### src/rtl/aes_round_scheduler_pkg.sv
// Shared types for the AES round scheduler: engine op encodings, FSM states
// and the key-size to round-count mapping.
package aes_round_scheduler_pkg;

  typedef enum logic [1:0] {
    OP_NONE  = 2'b00,
    OP_INIT  = 2'b01,
    OP_MID   = 2'b10,
    OP_FINAL = 2'b11
  } core_op_t;

  typedef enum logic [2:0] {
    S_IDLE  = 3'd0,
    S_INIT  = 3'd1,
    S_ROUND = 3'd2,
    S_FINAL = 3'd3,
    S_DONE  = 3'd4
  } state_t;

  // Returns 0 for an unsupported key size so the caller can reject it.
  function automatic int nr_of(input int key_bits);
    case (key_bits)
      128:     return 10;
      192:     return 12;
      256:     return 14;
      default: return 0;
    endcase
  endfunction

endpackage

### src/rtl/aes_round_scheduler_if.sv
// Requester-facing and engine-facing signals of the AES round scheduler.
// Handshake: req_valid is held until the one-cycle req_ready pulse accepts it; rsp_valid is a one-cycle completion pulse with no back-pressure.
interface aes_round_scheduler_if
  import aes_round_scheduler_pkg::*;
#(
  parameter int NUM_REQ = 2,
  parameter int GID_W   = $clog2(NUM_REQ)
) ();

  logic [NUM_REQ-1:0] req_valid;
  logic [NUM_REQ-1:0] req_decrypt;
  logic [NUM_REQ-1:0] req_ready;
  logic [GID_W-1:0]   grant_id;
  logic               busy;
  logic               core_load;
  logic               core_en;
  core_op_t           core_op;
  logic               core_decrypt;
  logic [3:0]         round_idx;
  logic [NUM_REQ-1:0] rsp_valid;
  state_t             dbg_state;

  modport master (
    output req_valid, req_decrypt,
    input  req_ready, grant_id, busy, core_load, core_en, core_op,
           core_decrypt, round_idx, rsp_valid, dbg_state
  );

  modport slave (
    input  req_valid, req_decrypt,
    output req_ready, grant_id, busy, core_load, core_en, core_op,
           core_decrypt, round_idx, rsp_valid, dbg_state
  );

endinterface

### src/rtl/aes_round_scheduler_rr_arbiter.sv
// Round-robin arbiter: combinational pick of the first request after the
// stored pointer, with the pointer moved to the winner on advance.
module rr_arbiter #(
  parameter int N  = 2,
  parameter int IW = $clog2(N)
) (
  input  logic          clk,
  input  logic          reset,
  input  logic [N-1:0]  req,
  input  logic          advance,
  input  logic [IW-1:0] adv_idx,
  output logic [N-1:0]  grant,
  output logic [IW-1:0] grant_idx
);

  logic [IW-1:0] ptr_q;
  logic          found;

  // Reset pointer at N-1 so requester 0 is the first winner.
  always_ff @(posedge clk) begin
    if (reset)        ptr_q <= IW'(N - 1);
    else if (advance) ptr_q <= adv_idx;
  end

  always_comb begin
    grant     = '0;
    grant_idx = '0;
    found     = 1'b0;
    for (int i = 1; i <= N; i++) begin
      for (int j = 0; j < N; j++) begin
        if (!found && req[j] && (j == ((int'(ptr_q) + i) % N))) begin
          found     = 1'b1;
          grant[j]  = 1'b1;
          grant_idx = IW'(j);
        end
      end
    end
  end

endmodule

### src/rtl/aes_round_scheduler.sv
// Shares one iterative AES round engine between NUM_REQ requesters, stepping
// it through AddRoundKey, the middle rounds and the final round.
module aes_round_scheduler
  import aes_round_scheduler_pkg::*;
#(
  parameter int KEY_BITS = 192,
  parameter int NUM_REQ  = 2
) (
  input logic             clk,
  input logic             reset,
  input logic             enable,
  aes_round_scheduler_if.slave bus
);

  localparam int         GID_W = $clog2(NUM_REQ);
  localparam int         NR_I  = nr_of(KEY_BITS);
  localparam logic [3:0] NR    = 4'(NR_I);

  if (NR_I == 0) begin : g_bad_key_bits
    $error("aes_round_scheduler: KEY_BITS must be 128, 192 or 256");
  end
  if (NUM_REQ < 2) begin : g_bad_num_req
    $error("aes_round_scheduler: NUM_REQ must be at least 2");
  end

  state_t             state_q, state_d;
  logic [3:0]         rnd_q, rnd_d;
  logic [GID_W-1:0]   gid_q, gid_d;
  logic               mode_q, mode_d;
  logic [NUM_REQ-1:0] arb_grant;
  logic [GID_W-1:0]   arb_idx;
  logic [NUM_REQ-1:0] owner_oh;

  rr_arbiter #(.N(NUM_REQ), .IW(GID_W)) u_arb (
    .clk       (clk),
    .reset     (reset),
    .req       (bus.req_valid),
    .advance   (state_q == S_INIT),
    .adv_idx   (gid_q),
    .grant     (arb_grant),
    .grant_idx (arb_idx)
  );

  assign owner_oh      = NUM_REQ'(1) << gid_q;
  assign bus.dbg_state = state_q;

  always_ff @(posedge clk) begin
    if (reset) begin
      state_q <= S_IDLE;
      rnd_q   <= 4'd0;
      gid_q   <= '0;
      mode_q  <= 1'b0;
    end else begin
      state_q <= state_d;
      rnd_q   <= rnd_d;
      gid_q   <= gid_d;
      mode_q  <= mode_d;
    end
  end

  // With enable low every register simply holds.
  always_comb begin
    state_d = state_q;
    rnd_d   = rnd_q;
    gid_d   = gid_q;
    mode_d  = mode_q;
    if (enable) begin
      case (state_q)
        S_IDLE: begin
          if (|arb_grant) begin
            state_d = S_INIT;
            gid_d   = arb_idx;
            mode_d  = bus.req_decrypt[arb_idx];
            rnd_d   = 4'd0;
          end
        end
        S_INIT: begin
          state_d = S_ROUND;
          rnd_d   = 4'd1;
        end
        S_ROUND: begin
          if (rnd_q == NR - 4'd1) state_d = S_FINAL;
          else                    rnd_d   = rnd_q + 4'd1;
        end
        S_FINAL: state_d = S_DONE;
        S_DONE: begin
          state_d = S_IDLE;
          rnd_d   = 4'd0;
        end
        default: state_d = S_IDLE;
      endcase
    end
  end

  always_comb begin
    bus.req_ready    = '0;
    bus.grant_id     = '0;
    bus.busy         = 1'b0;
    bus.core_load    = 1'b0;
    bus.core_en      = 1'b0;
    bus.core_op      = OP_NONE;
    bus.core_decrypt = 1'b0;
    bus.round_idx    = 4'd0;
    bus.rsp_valid    = '0;
    case (state_q)
      S_INIT: begin
        bus.busy         = 1'b1;
        bus.grant_id     = gid_q;
        bus.req_ready    = enable ? owner_oh : '0;
        bus.core_load    = enable;
        bus.core_en      = enable;
        bus.core_op      = OP_INIT;
        bus.core_decrypt = mode_q;
        bus.round_idx    = mode_q ? NR : 4'd0;
      end
      S_ROUND: begin
        bus.busy         = 1'b1;
        bus.grant_id     = gid_q;
        bus.core_en      = enable;
        bus.core_op      = OP_MID;
        bus.core_decrypt = mode_q;
        bus.round_idx    = mode_q ? (NR - rnd_q) : rnd_q;
      end
      S_FINAL: begin
        bus.busy         = 1'b1;
        bus.grant_id     = gid_q;
        bus.core_en      = enable;
        bus.core_op      = OP_FINAL;
        bus.core_decrypt = mode_q;
        bus.round_idx    = mode_q ? 4'd0 : NR;
      end
      S_DONE: begin
        bus.busy      = 1'b1;
        bus.grant_id  = gid_q;
        bus.rsp_valid = enable ? owner_oh : '0;
      end
      default: ;
    endcase
  end

endmodule

### src/flat_wrapper.sv
// flat-port wrapper written by rule: the top's interface ports become plain ports
module aes_round_scheduler_flat import aes_round_scheduler_pkg::*;
#(
  parameter int KEY_BITS = 192,
  parameter int NUM_REQ  = 2
)
  (clk, reset, enable, bus_req_valid, bus_req_decrypt, bus_req_ready, bus_grant_id, bus_busy, bus_core_load, bus_core_en, bus_core_op, bus_core_decrypt, bus_round_idx, bus_rsp_valid, bus_dbg_state);
  aes_round_scheduler_if #(.NUM_REQ(NUM_REQ)) bus_i ();
  input logic clk;
  input logic reset;
  input logic enable;
  input wire logic [$bits(bus_i.req_valid)-1:0] bus_req_valid;
  input wire logic [$bits(bus_i.req_decrypt)-1:0] bus_req_decrypt;
  output wire logic [$bits(bus_i.req_ready)-1:0] bus_req_ready;
  output wire logic [$bits(bus_i.grant_id)-1:0] bus_grant_id;
  output wire logic [$bits(bus_i.busy)-1:0] bus_busy;
  output wire logic [$bits(bus_i.core_load)-1:0] bus_core_load;
  output wire logic [$bits(bus_i.core_en)-1:0] bus_core_en;
  output wire logic [$bits(bus_i.core_op)-1:0] bus_core_op;
  output wire logic [$bits(bus_i.core_decrypt)-1:0] bus_core_decrypt;
  output wire logic [$bits(bus_i.round_idx)-1:0] bus_round_idx;
  output wire logic [$bits(bus_i.rsp_valid)-1:0] bus_rsp_valid;
  output wire logic [$bits(bus_i.dbg_state)-1:0] bus_dbg_state;
  assign bus_i.req_valid = bus_req_valid;
  assign bus_i.req_decrypt = bus_req_decrypt;
  assign bus_req_ready = bus_i.req_ready;
  assign bus_grant_id = bus_i.grant_id;
  assign bus_busy = bus_i.busy;
  assign bus_core_load = bus_i.core_load;
  assign bus_core_en = bus_i.core_en;
  assign bus_core_op = bus_i.core_op;
  assign bus_core_decrypt = bus_i.core_decrypt;
  assign bus_round_idx = bus_i.round_idx;
  assign bus_rsp_valid = bus_i.rsp_valid;
  assign bus_dbg_state = bus_i.dbg_state;
  aes_round_scheduler #(.KEY_BITS(KEY_BITS), .NUM_REQ(NUM_REQ)) u_core (.clk(clk), .reset(reset), .enable(enable), .bus(bus_i));
endmodule
### config.mk
export PLATFORM = sky130hd
export DESIGN_NAME = aes_round_scheduler_flat
export DESIGN_NICKNAME = d
export VERILOG_FILES = /design/src/rtl/aes_round_scheduler_pkg.sv /design/src/rtl/aes_round_scheduler_if.sv /design/src/rtl/aes_round_scheduler_rr_arbiter.sv /design/src/rtl/aes_round_scheduler.sv /design/src/flat_wrapper.sv
export SDC_FILE = /design/constraint.sdc
export NUM_CORES = 1
export LEC_CHECK = 0
export BUFFER_PORTS_ARGS = -buffer_cell sky130_fd_sc_hd__buf_2
export CAP_MARGIN = 40
export CELL_PAD_IN_SITES_DETAIL_PLACEMENT = 2
export CELL_PAD_IN_SITES_GLOBAL_PLACEMENT = 2
export CORE_ASPECT_RATIO = 1.4
export CORE_MARGIN = 5
export CORE_UTILIZATION = 27
export DETAILED_ROUTE_END_ITERATION = 16
export HOLD_SLACK_MARGIN = 0.12
export PLACE_DENSITY = 0.81
export SLEW_MARGIN = 0
export SYNTH_ARGS = -nofsm -noshare
export SYNTH_HDL_FRONTEND = slang
export SYNTH_SLANG_ARGS = --single-unit
### constraint.sdc
create_clock -name clk -period 1.8 [get_ports clk]
set_input_delay 0.09 -clock clk [delete_from_list [all_inputs] [get_ports clk]]
set_output_delay 0.09 -clock clk [all_outputs]
set_load 0.05 [all_outputs]
==> results of run 1 <==
==> critical path: stages (launching register included) <==
cell,delay [ns]
dfxtp_1,0.47
o21ai_0,0.22
nor4bb_4,0.20
o21ai_0,0.27
a21oi_2,0.09
buf_4,0.20
==> power breakdown <==
group          switching, uW  total, uW  internal, uW
sequential              40.7        280           239
combinational            236        351           115
clock                    104        298           194
==> per-layer routing <==
metal | vias to the layer above | global-route usage [%]
li1 | 405 | -
met1 | 425 | 13.36
met2 | 21 | 29.87
met3 | 4 | 3.691
met4 | 0 | 9.730
met5 | - | 0
==> flip-flops by register name (all words and copies together) (netlist names) <==
register and flops:
u_core.bus.dbg_state 3, u_core.gid_q 1, u_core.mode_q 1, u_core.rnd_q 4
u_core.u_arb.ptr_q 1
==> logic make-up after synthesis <==
logic type	synth area share (%)
xor+xnor	1.120
buf+inv	6.719
mux	7.680
simple gates	34.08
compound gates	21.60
flops	25.60
fa+ha+maj	3.199
==> final timing paths <==
check / from / slack [ns] / to
worst max-delay path: u_core.rnd_q[2] / 0.03 / bus_round_idx[3]
worst min-delay path: reset / 0.16 / u_core.rnd_q[1]
worst max register to register: u_core.rnd_q[0] / 0.20 / u_core.rnd_q[1]
worst min register to register: u_core.u_arb.ptr_q / 0.51 / u_core.u_arb.ptr_q
==> metrics by stage <==
| stage | hold WS [ns] | std cells | total power [uW] | util, % | setup TNS (ns) |
|---|---|---|---|---|---|
| after floorplan | 0.2505 | 101 | 543.0 | - | -0.9219 |
| after global placement | 0.4206 | 158 | 609.9 | 35.14 | 0 |
| final | 0.1642 | 162 | 929.0 | 38.02 | 0 |
| after global routing | 0.1837 | 162 | 980.6 | 38.02 | -0.1708 |
| after detailed placement | 0.4211 | 158 | 621.5 | 35.14 | 0 |
| after CTS | 0.1670 | 162 | 928.9 | 37.36 | 0 |
==> layout by cell type (no fill, tap or decap), drive strengths merged, types with 2 or more instances in the layout <==
cell type  count
nand3          2
nor3           3
nor3b          3
buf           26
nand2          6
nor2          14
a21oi          9
nand3b         2
mux2i          6
nor2b          5
dfxtp         10
o21ai          8
nand2b         3
ha             2
inv            4
clkbuf         5
==> what timing repair did <==
action / CTS / global route
endpoints found under the setup margin: 2 / 2
gates resized for setup: 4 / 5
pin swaps: 0 / 0
gates cloned: 0 / 0
==> cell type report <==
cell class                      count  area share [%]
Multi-Input combinational cell     80           56.01
Tap cell                           37           4.317
Inverter                            4           1.400
Sequential cell                    10           19.37
Clock buffer                        4           5.134
Timing Repair Buffer               27           13.77
==> results.txt, run 1 <==
----------------------------------------------------
[STA]
  Worst clock skew on the final layout ... 0.001873 ns
  Slew of the pin with the lowest slew margin ... 0.4737 ns
  Final setup violation count ... 0
  Final period util ... 98.51%
  Normalized max-slew margin ... 68.30%
  Max Slew Vio Count ... 0
  Final worst slack ... 0.02678 ns
  Final period demand of the worst path ... 1.773 ns
  Achievable clock frequency ... 563.9 MHz
  Fin. Hold Viols ... 0

[Placed design]
  Worst Setup Slack post-DPL ... 0.1869 ns
  Weighted congestion reported at the end of routability-driven placement ... 0.7596
  Detailed Place HPWL ... 2143 um
  Cell area after placement ... 991.0 um^2
  Input/output buffers ... 24

[Synthesis]
  Primary FF master, synth ... dfxtp_1
  Mapped Area ... 782.0 um^2
  Post-synthesis register bit count ... 10
  Leading post-synthesis cells by instance count ... nor2_1 (14), dfxtp_1 (10), a21oi_1 (9), o21ai_0 (8)
  Share of flip-flops with an asynchronous set or reset after synthesis ... 0%
  Post-Syn Instances ... 101
  Sequential share of the synthesized area ... 25.60%
  Post-Syn Nets ... 110
  Top-area cell type share of the netlist area ... 25.60%
  Synthesized area per cell ... 7.743 um^2
  Ranking of synthesized cells by area ... dfxtp_1 (26%), mux2i_1 (7.7%), nor2_1 (6.7%)
  Yosys warning total ... 0
  Library cell with the highest instance count after synthesis ... nor2_1
  Post-synth EDFFs ... 0
  Count of distinct cell types in the synthesized netlist ... 35
  Biggest area consumer among synthesized cells ... dfxtp_1

[Route]
  Top layer in use ... met4
  Met1 Wirelength ... 1113 um
  Average via count per standard cell ... 5.278
  Post-detailed-routing wire length ... 2925 um
  Met3 wire length ... 104 um
  1st-pass router iterations ... 3
  Total met2 wirelength after detailed routing ... 1639 um
  Mean routed wirelength per cell ... 18.06 um
  # DRC ... 0
  Initial detailed-routing violation count ... 5
  Via count ... 855
  Count of antenna-violating nets left after detailed routing ... 0

[Clocking]
  Hold-fix buffer count after cts ... 0
  Clock tree buffer depth ... 2
  Clock transition at the registers of the reported paths ... 0.06 ns
  Clk Tree Root Cell ... clkbuf_8
  Number of levels the H-tree was split into ... 1
  Clock sink count ... 10
  CTS buffer count ... 3
  Setup bufs post-CTS ... 0
  CTS tree ... done
  Clock insertion delay at the later pin of the skew report ... 0.24 ns

[Setup path]
  Element type at the critical path end ... primary output
  Critical path peak fanout ... 8
  Signal arrival time at the worst endpoint ... 1.68 ns
  Worst setup SP type ... flip-flop
  Worst endpoint required time ... 1.71 ns
  Worst Setup Path Type ... reg2out
  Worst-case reg-to-reg path depth ... 5

[Global route]
  Pin count of the biggest net entering global routing ... 21
  Global-route wire length before repair ... 4698 um
  Global route total overflow ... 0
  Initial antenna violation count ... 0
  Total global-route track usage ... 15.08%
  Number of global-route vias before repair ... 950

[Floorplanning]
  Starting density of the core ... 27.73%
  Row cnt ... 23
  Area of the die ... 4088 um^2
  CORE AREA ... 2820 um^2
  Chip width ... 55.49 um
  Ports ... 25
  Die height ... 73.68 um

[Final layout]
  Area delta synth->final ... 37.12%
  Final cell area excluding filler cells ... 1072 um^2
  Final nets ... 135
  Sequential cell area ... 207.7 um^2
  Number of fillers in the final layout ... 345
  Area of combinational cells with multiple inputs ... 600.6 um^2
  Share of final-layout standard cells stronger than drive strength 1 ... 40.00%
  Antenna diode count ... 0

[Power]
  Peak ir drop on the vdd network ... 0.0003707 V
  Leak ... 0.0004528 uW
  Ratio of total power to cell area ... 866.4 nW/um^2

[Hold path]
  Path category of the worst min-delay check ... in2reg
  Hold path cells ... 2

[Outcome]
  Outcome ... finished, final reports clean

[Flow run]
  Number of maximum-capacitance constraint violations ... 0

----------------------------------------------------
Power figures use the tool's default switching activity.
==> run 2, diff against run 1 <==
--- a/config.mk
+++ b/config.mk
@@ -5,16 +5,16 @@
 export SDC_FILE = /design/constraint.sdc
 export NUM_CORES = 1
 export LEC_CHECK = 0
-export BUFFER_PORTS_ARGS = -buffer_cell sky130_fd_sc_hd__buf_2
 export CAP_MARGIN = 40
 export CELL_PAD_IN_SITES_DETAIL_PLACEMENT = 2
 export CELL_PAD_IN_SITES_GLOBAL_PLACEMENT = 2
 export CORE_ASPECT_RATIO = 1.4
 export CORE_MARGIN = 5
-export CORE_UTILIZATION = 27
+export CORE_UTILIZATION = 33
 export DETAILED_ROUTE_END_ITERATION = 16
+export DONT_BUFFER_PORTS = 1
 export HOLD_SLACK_MARGIN = 0.12
-export PLACE_DENSITY = 0.81
+export PLACE_DENSITY = 0.79
 export SLEW_MARGIN = 0
 export SYNTH_ARGS = -nofsm -noshare
 export SYNTH_HDL_FRONTEND = slang
==> results.txt, run 2 (synthesized netlist as in run 1, its figures left out) <==
----------------------------------------------------
[Outcome]
  Outcome ... finished, final reports clean

[Final layout]
  Antenna diode count ... 0 (unchanged)
  Area delta synth->final ... 41.60%
  Most frequent cells in the layout ... buf_4 (14), nor2_1 (12), o21ai_0 (8), a21oi_1 (8)
  Flip-flop count of the largest register, all copies and words added ... 4 (unchanged)
  Final core utilization ... 47.35% (+9.3 points)
  Most frequent standard cell in the layout excluding fill and tap cells ... buf_4
  Final cell area excluding filler cells ... 1107 um^2 (+3.3%)
  Register bank with the most flops ... u_core.rnd_q
  Share of final-layout standard cells stronger than drive strength 1 ... 35.00% (-5.0 points)
  Non-filler instance count after layout ... 143 (-12%)
  Final nets ... 130 (-3.7%)

[STA]
  Worst clock skew on the final layout ... 0.002234 ns (+0.0003613 ns)
  Slew of the pin with the lowest slew margin ... 0.4797 ns (+0.005981 ns)
  Max Slew Vio Count ... 0 (unchanged)
  Final period demand of the worst path ... 1.711 ns (-0.06230 ns)
  Final period util ... 95.05% (-3.5 points)
  Final setup violation count ... 0 (unchanged)
  Worst hold slack across all endpoints ... 0.1690 ns (+0.004864 ns)
  Post-Route Setup TNS ... 0 ns (unchanged)
  Achievable clock frequency ... 584.5 MHz (+3.6%)
  Normalized max-slew margin ... 67.91% (-0.39 points)
  Fin. Hold Viols ... 0 (unchanged)

[Power]
  Switching power as a share of total power ... 41.98% (+1.0 points)
  Share of total power in sequential cells ... 32.5% (+2.4 points)
  Logic gate share of total power ... 42.9% (+5.1 points)
  Clk network pwr share ... 24.7% (-7.3 points)
  Internal Pwr Total ... 503.0 uW (-8.3%)
  Leak ... 0.0004327 uW (-4.4%)
  Switching power summed over all nets ... 364.0 uW (-4.4%)
  Ratio of total power to cell area ... 783.0 nW/um^2 (-9.6%)
  Peak ir drop on the vdd network ... 0.0003383 V (-8.7%)

[Setup path]
  Element type at the critical path end ... primary output
  Worst Setup Path Type ... reg2out
  Critical register-to-register path startpoint ... u_core.u_arb.ptr_q
  Worst setup SP type ... flip-flop
  Beginning of the critical path ... u_core.rnd_q[0]
  Worst endpoint required time ... 1.71 ns (about the same)
  Critical path peak fanout ... 6 (-2)
  Signal arrival time at the worst endpoint ... 1.62 ns (-0.06 ns)

[Global route]
  Global route total overflow ... 0 (unchanged)
  Number of global-route vias before repair ... 884 (-6.9%)
  Global-route wire length before repair ... 4650 um (-1.0%)
  Total global-route track usage ... 18.59% (+3.5 points)
  Pin count of the biggest net entering global routing ... 21 (unchanged)
  Initial antenna violation count ... 0 (unchanged)

[Placed design]
  Weighted congestion reported at the end of routability-driven placement ... 0.8007 (+5.4%)
  Placed Instances ... 135 (-15%)
  Input/output buffers ... 0 (-100%)
  Cell area after placement ... 1016 um^2 (+2.5%)
  Detailed Place HPWL ... 1917 um (-11%)

[Clocking]
  Clock sink count ... 10 (unchanged)
  Clk Tree Root Cell ... clkbuf_4
  Clock insertion delay at the later pin of the skew report ... 0.28 ns (+0.04 ns)
  CTS buffer count ... 3 (unchanged)
  CTS tree ... done
  Number of levels the H-tree was split into ... 1 (unchanged)
  Clock transition at the registers of the reported paths ... 0.07 ns (about the same)
  Clock tree buffer depth ... 2 (unchanged)

[Route]
  Via count ... 827 (-3.3%)
  # DRC ... 0 (unchanged)
  Initial detailed-routing violation count ... 12 (+7)
  Average via count per standard cell ... 5.783 (+9.6%)
  Post-detailed-routing wire length ... 2833 um (-3.1%)
  1st-pass router iterations ... 3 (unchanged)
  Mean routed wirelength per cell ... 19.81 um (+9.7%)
  Count of antenna-violating nets left after detailed routing ... 0 (unchanged)

[Floorplanning]
  Row cnt ... 21 (-8.7%)
  Starting density of the core ... 33.44% (+5.7 points)
  Die height ... 67.60 um (-8.3%)
  Chip width ... 51.14 um (-7.8%)
  Ports ... 25 (unchanged)
  CORE AREA ... 2338 um^2 (-17%)
  Area of the die ... 3457 um^2 (-15%)

[Hold path]
  Path category of the worst min-delay check ... in2reg
  Start point of the worst min-delay path ... bus_req_valid[1]

[Flow run]
  Number of maximum-capacitance constraint violations ... 0 (unchanged)

----------------------------------------------------
==> run 2: metal layers <==
| layer | track usage, % | wire length [um] |
|---|---|---|
| met5 | 0 | 0 |
| met4 | 6.061 | 36 |
| met3 | 4.857 | 122 |
| met2 | 33.71 | 1519 |
| met1 | 20.83 | 1155 |
==> run 2: layout make-up <==
type / count / area [um^2]
Timing Repair Buffer: 22 / 225.2
Sequential cell: 10 / 207.7
Multi-Input combinational cell: 80 / 594.3
Inverter: 4 / 15.01
Tap cell: 23 / 28.78
Clock buffer: 4 / 36.28
Fill cell: 268 / 1231
==> run 2: final timing paths <==
kind	end	slack (ns)	depth (start not counted)
max reg2reg	u_core.mode_q	0.13	4
max	bus_round_idx[3]	0.09	5
min reg2reg	u_core.u_arb.ptr_q	0.51	2
min	u_core.rnd_q[1]	0.17	3
==> run 2: through the flow <==
stage | worst slack (ns) | power [uW]
global route | -0.1085 | 909.9
finish | 0.08908 | 867.0
floorplan | -0.2805 | 543.0
global placement | 0.2604 | 624.8
detailed placement | 0.1779 | 634.4
CTS | 0.03613 | 870.6
==> run 2: power by group through the flow <==
| stage | logic (uW) | clock network, uW | registers [uW] |
|---|---|---|---|
| 2_1_floorplan | 269 | 0 | 274 |
| 3_3_place_gp | 343 | 0 | 282 |
| 3_5_place_dp | 350 | 0 | 284 |
| 4_1_cts | 374 | 216 | 281 |
| 5_1_grt | 394 | 228 | 288 |
| 6_report | 372 | 214 | 281 |
==> run 2: critical path, stage by stage, from the launching register on <==
cell and delay [ns]:
dfxtp_2 0.35, o21ai_0 0.25, nor4bb_2 0.25, o21ai_0 0.13, a21oi_2 0.20, buf_12 0.15
==> run 2: timing repair <==
action | in CTS | in global routing
gates resized for setup | 3 | 3
setup buffers | 0 | 0
setup endpoints to repair | 3 | 2
endpoints found under the hold margin | 10 | 0
hold buffers | 4 | 0
==> run 3, diff against run 2 <==
--- a/config.mk
+++ b/config.mk
@@ -10,11 +10,11 @@
 export CELL_PAD_IN_SITES_GLOBAL_PLACEMENT = 2
 export CORE_ASPECT_RATIO = 1.4
 export CORE_MARGIN = 5
-export CORE_UTILIZATION = 33
+export CORE_UTILIZATION = 35
 export DETAILED_ROUTE_END_ITERATION = 16
 export DONT_BUFFER_PORTS = 1
 export HOLD_SLACK_MARGIN = 0.12
-export PLACE_DENSITY = 0.79
+export PLACE_DENSITY = 0.83
 export SLEW_MARGIN = 0
 export SYNTH_ARGS = -nofsm -noshare
 export SYNTH_HDL_FRONTEND = slang
==> constraint.sdc (replaced) <==
create_clock -name clk -period 2.1 [get_ports clk]
set_input_delay 0.105 -clock clk [delete_from_list [all_inputs] [get_ports clk]]
set_output_delay 0.105 -clock clk [all_outputs]
set_load 0.05 [all_outputs]
==> results.txt, run 3 (synthesized netlist as in run 1, its figures left out) <==
----------------------------------------------------
[Hold path]
  Hold path cells ... 2 (-1)
  Hold Crit Endpoint ... u_core.mode_q
  Start point of the worst min-delay path ... bus_req_decrypt[1]
  Path category of the worst min-delay check ... in2reg

[STA]
  Final period demand of the worst path ... 1.940 ns
  RSZ-0062 raised after global routing ... false
  Worst clock skew on the final layout ... 0.002135 ns (-0.00009939 ns)
  Slew of the pin with the lowest slew margin ... 0.5544 ns (+0.07470 ns)
  Normalized max-slew margin ... 62.99% (-4.9 points)
  Max Slew Vio Count ... 0 (unchanged)
  Fin. Hold Viols ... 0 (unchanged)
  Final period util ... 92.36%
  Achievable clock frequency ... 515.6 MHz
  Post-Route Setup TNS ... 0 ns (unchanged)
  Final setup violation count ... 0 (unchanged)

[Clocking]
  Number of levels the H-tree was split into ... 1 (unchanged)
  Clock transition at the registers of the reported paths ... 0.07 ns (about the same)
  Clock tree buffer depth ... 2 (unchanged)
  Clock sink count ... 10 (unchanged)
  Clock insertion delay at the later pin of the skew report ... 0.26 ns (-0.02 ns)
  CTS tree ... done
  Clk Tree Root Cell ... clkbuf_4
  Setup bufs post-CTS ... 0 (unchanged)
  CTS buffer count ... 3 (unchanged)

[Floorplanning]
  Chip width ... 49.95 um (-2.3%)
  Starting density of the core ... 36.34% (+2.9 points)
  Die height ... 65.93 um (-2.5%)
  Area of the die ... 3293 um^2 (-4.7%)
  Ports ... 25 (unchanged)
  CORE AREA ... 2152 um^2 (-8.0%)
  Row cnt ... 20 (-4.8%)

[Final layout]
  Most frequent standard cell in the layout excluding fill and tap cells ... buf_4
  Final nets ... 129 (-0.77%)
  Area delta synth->final ... 31.84%
  Register bank with the most flops ... u_core.rnd_q
  Share of final-layout standard cells stronger than drive strength 1 ... 27.73% (-7.3 points)
  Antenna diode count ... 0 (unchanged)
  Number of fillers in the final layout ... 259 (-3.4%)
  Flip-flop count of the largest register, all copies and words added ... 4 (unchanged)
  Final core utilization ... 47.91% (+0.56 points)
  Most frequent cells in the layout ... buf_4 (16), nor2_1 (14), dfxtp_1 (10), o21ai_0 (8), a21oi_1 (8)

[Placed design]
  Detailed Place HPWL ... 2098 um (+9.4%)
  Input/output buffers ... 0 (unchanged)
  Weighted congestion reported at the end of routability-driven placement ... 0.7187 (-10%)

[Outcome]
  Outcome ... finished, final reports clean

[Route]
  # DRC ... 0 (unchanged)
  1st-pass router iterations ... 4 (+1)
  Average via count per standard cell ... 5.922 (+2.4%)
  Via count ... 835 (+0.97%)
  Count of antenna-violating nets left after detailed routing ... 0 (unchanged)
  Initial detailed-routing violation count ... 19 (+7)
  Post-detailed-routing wire length ... 2802 um (-1.1%)
  Mean routed wirelength per cell ... 19.87 um (+0.31%)

[Power]
  Switching power summed over all nets ... 298.7 uW (-18%)
  Share of total power in sequential cells ... 33.3% (+0.8 points)
  Clk network pwr share ... 24.6% (about the same)
  Overall power consumption ... 708.8 uW (-18%)
  Internal Pwr Total ... 410.1 uW (-18%)
  Leak ... 0.0004177 uW (-3.5%)
  Logic gate share of total power ... 42.1% (-0.8 points)
  Ratio of total power to cell area ... 687.5 nW/um^2 (-12%)
  Switching power as a share of total power ... 42.14% (+0.16 points)
  Peak ir drop on the vdd network ... 0.0002957 V (-13%)

[Setup path]
  Worst Setup Path Type ... reg2out
  Element type at the critical path end ... primary output
  Worst endpoint required time ... 2.00 ns (+0.29 ns)
  Critical register-to-register path startpoint ... u_core.bus.dbg_state[1]
  Endpoint of the lowest-slack register-to-register path ... u_core.gid_q
  Internal reg-to-reg setup slack ... 0.32 ns (+0.19 ns)
  Worst setup SP type ... flip-flop
  Signal arrival time at the worst endpoint ... 1.83 ns (+0.21 ns)
  Critical path peak fanout ... 12 (+6)
  Worst-case reg-to-reg path depth ... 5 (+1)

[Flow run]
  Number of maximum-capacitance constraint violations ... 0 (unchanged)

[Global route]
  Pin count of the biggest net entering global routing ... 16 (-24%)
  Number of global-route vias before repair ... 963 (+8.9%)
  Initial antenna violation count ... 0 (unchanged)
  Global-route wire length before repair ... 4712 um (+1.3%)
  Global route total overflow ... 0 (unchanged)
  Total global-route track usage ... 18.61% (+0.019 points)

----------------------------------------------------
run 3: cell count changes in the layout (fill, tap and decap cells not counted), moves of 2 or more:
cell     change
dfxtp_1      +4
dfxtp_2      -3
buf_12       -2
buf_4        +2
nor2_1       +2
nor2_2       -2
run 3: worst max-delay path, cell delays in order (launching register included):
cell and delay, ns:
dfxtp_1 0.56, buf_4 0.34, nor2_1 0.15, xnor2_2 0.18, and2_1 0.19, buf_12 0.15
run 3: how the worst max path moves through the flow:
stage / cells after the start / slack [ns] / from / endpoint
2_1_floorplan: 3 / -0.06 / u_core.bus.dbg_state[1] / bus_core_en
3_3_place_gp: 5 / 0.50 / u_core.bus.dbg_state[1] / u_core.gid_q
3_5_place_dp: 5 / 0.43 / u_core.bus.dbg_state[1] / u_core.gid_q
4_1_cts: 5 / 0.15 / u_core.bus.dbg_state[0] / bus_grant_id
5_1_grt: 5 / 0.01 / u_core.bus.dbg_state[0] / bus_grant_id
6_report: 5 / 0.16 / u_core.bus.dbg_state[0] / bus_grant_id
run 3: repair_timing:
item	CTS	global route
hold buffers	3	0
gates resized for setup	0	0
hold endpoints to repair	10	0
run 3: stage by stage:
step | hold slack, ns | area [um^2] | worst slack (ns) | instances
floorplan | 0.2655 | 814.5 | -0.06415 | 101
global placement | 0.1753 | 964.7 | 0.5005 | 134
detailed placement | 0.1785 | 964.7 | 0.4262 | 134
CTS | 0.1260 | 1031 | 0.1461 | 141
global route | 0.1388 | 1031 | 0.01366 | 141
finish | 0.1254 | 1031 | 0.1605 | 141
run 3: area by class of cell:
cell class / count / area (um^2) / area share (%)
multi-input cells: 80 / 561.8 / 54.49
flip-flops and latches: 10 / 200.2 / 19.42
repair buffers: 21 / 190.2 / 18.45
clock buffers: 4 / 36.28 / 3.519
well taps: 22 / 27.53 / 2.670
inverters: 4 / 15.01 / 1.456
run 3: power groups by stage:
| stage | clock (uW) | combinational (uW) | sequential [uW] |
|---|---|---|---|
| 2_1_floorplan | 0 | 219 | 234 |
| 3_3_place_gp | 0 | 276 | 236 |
| 3_5_place_dp | 0 | 289 | 239 |
| 4_1_cts | 180 | 300 | 236 |
| 5_1_grt | 198 | 319 | 240 |
| 6_report | 174 | 299 | 236 |
run 3: per-layer routing:
metal	vias up	wire length (um)	GRT usage, %
met5	-	0	0
met4	0	78	8.852
met3	8	143	3.837
met2	28	1546	34.71
met1	405	1034	19.16
li1	394	-	-
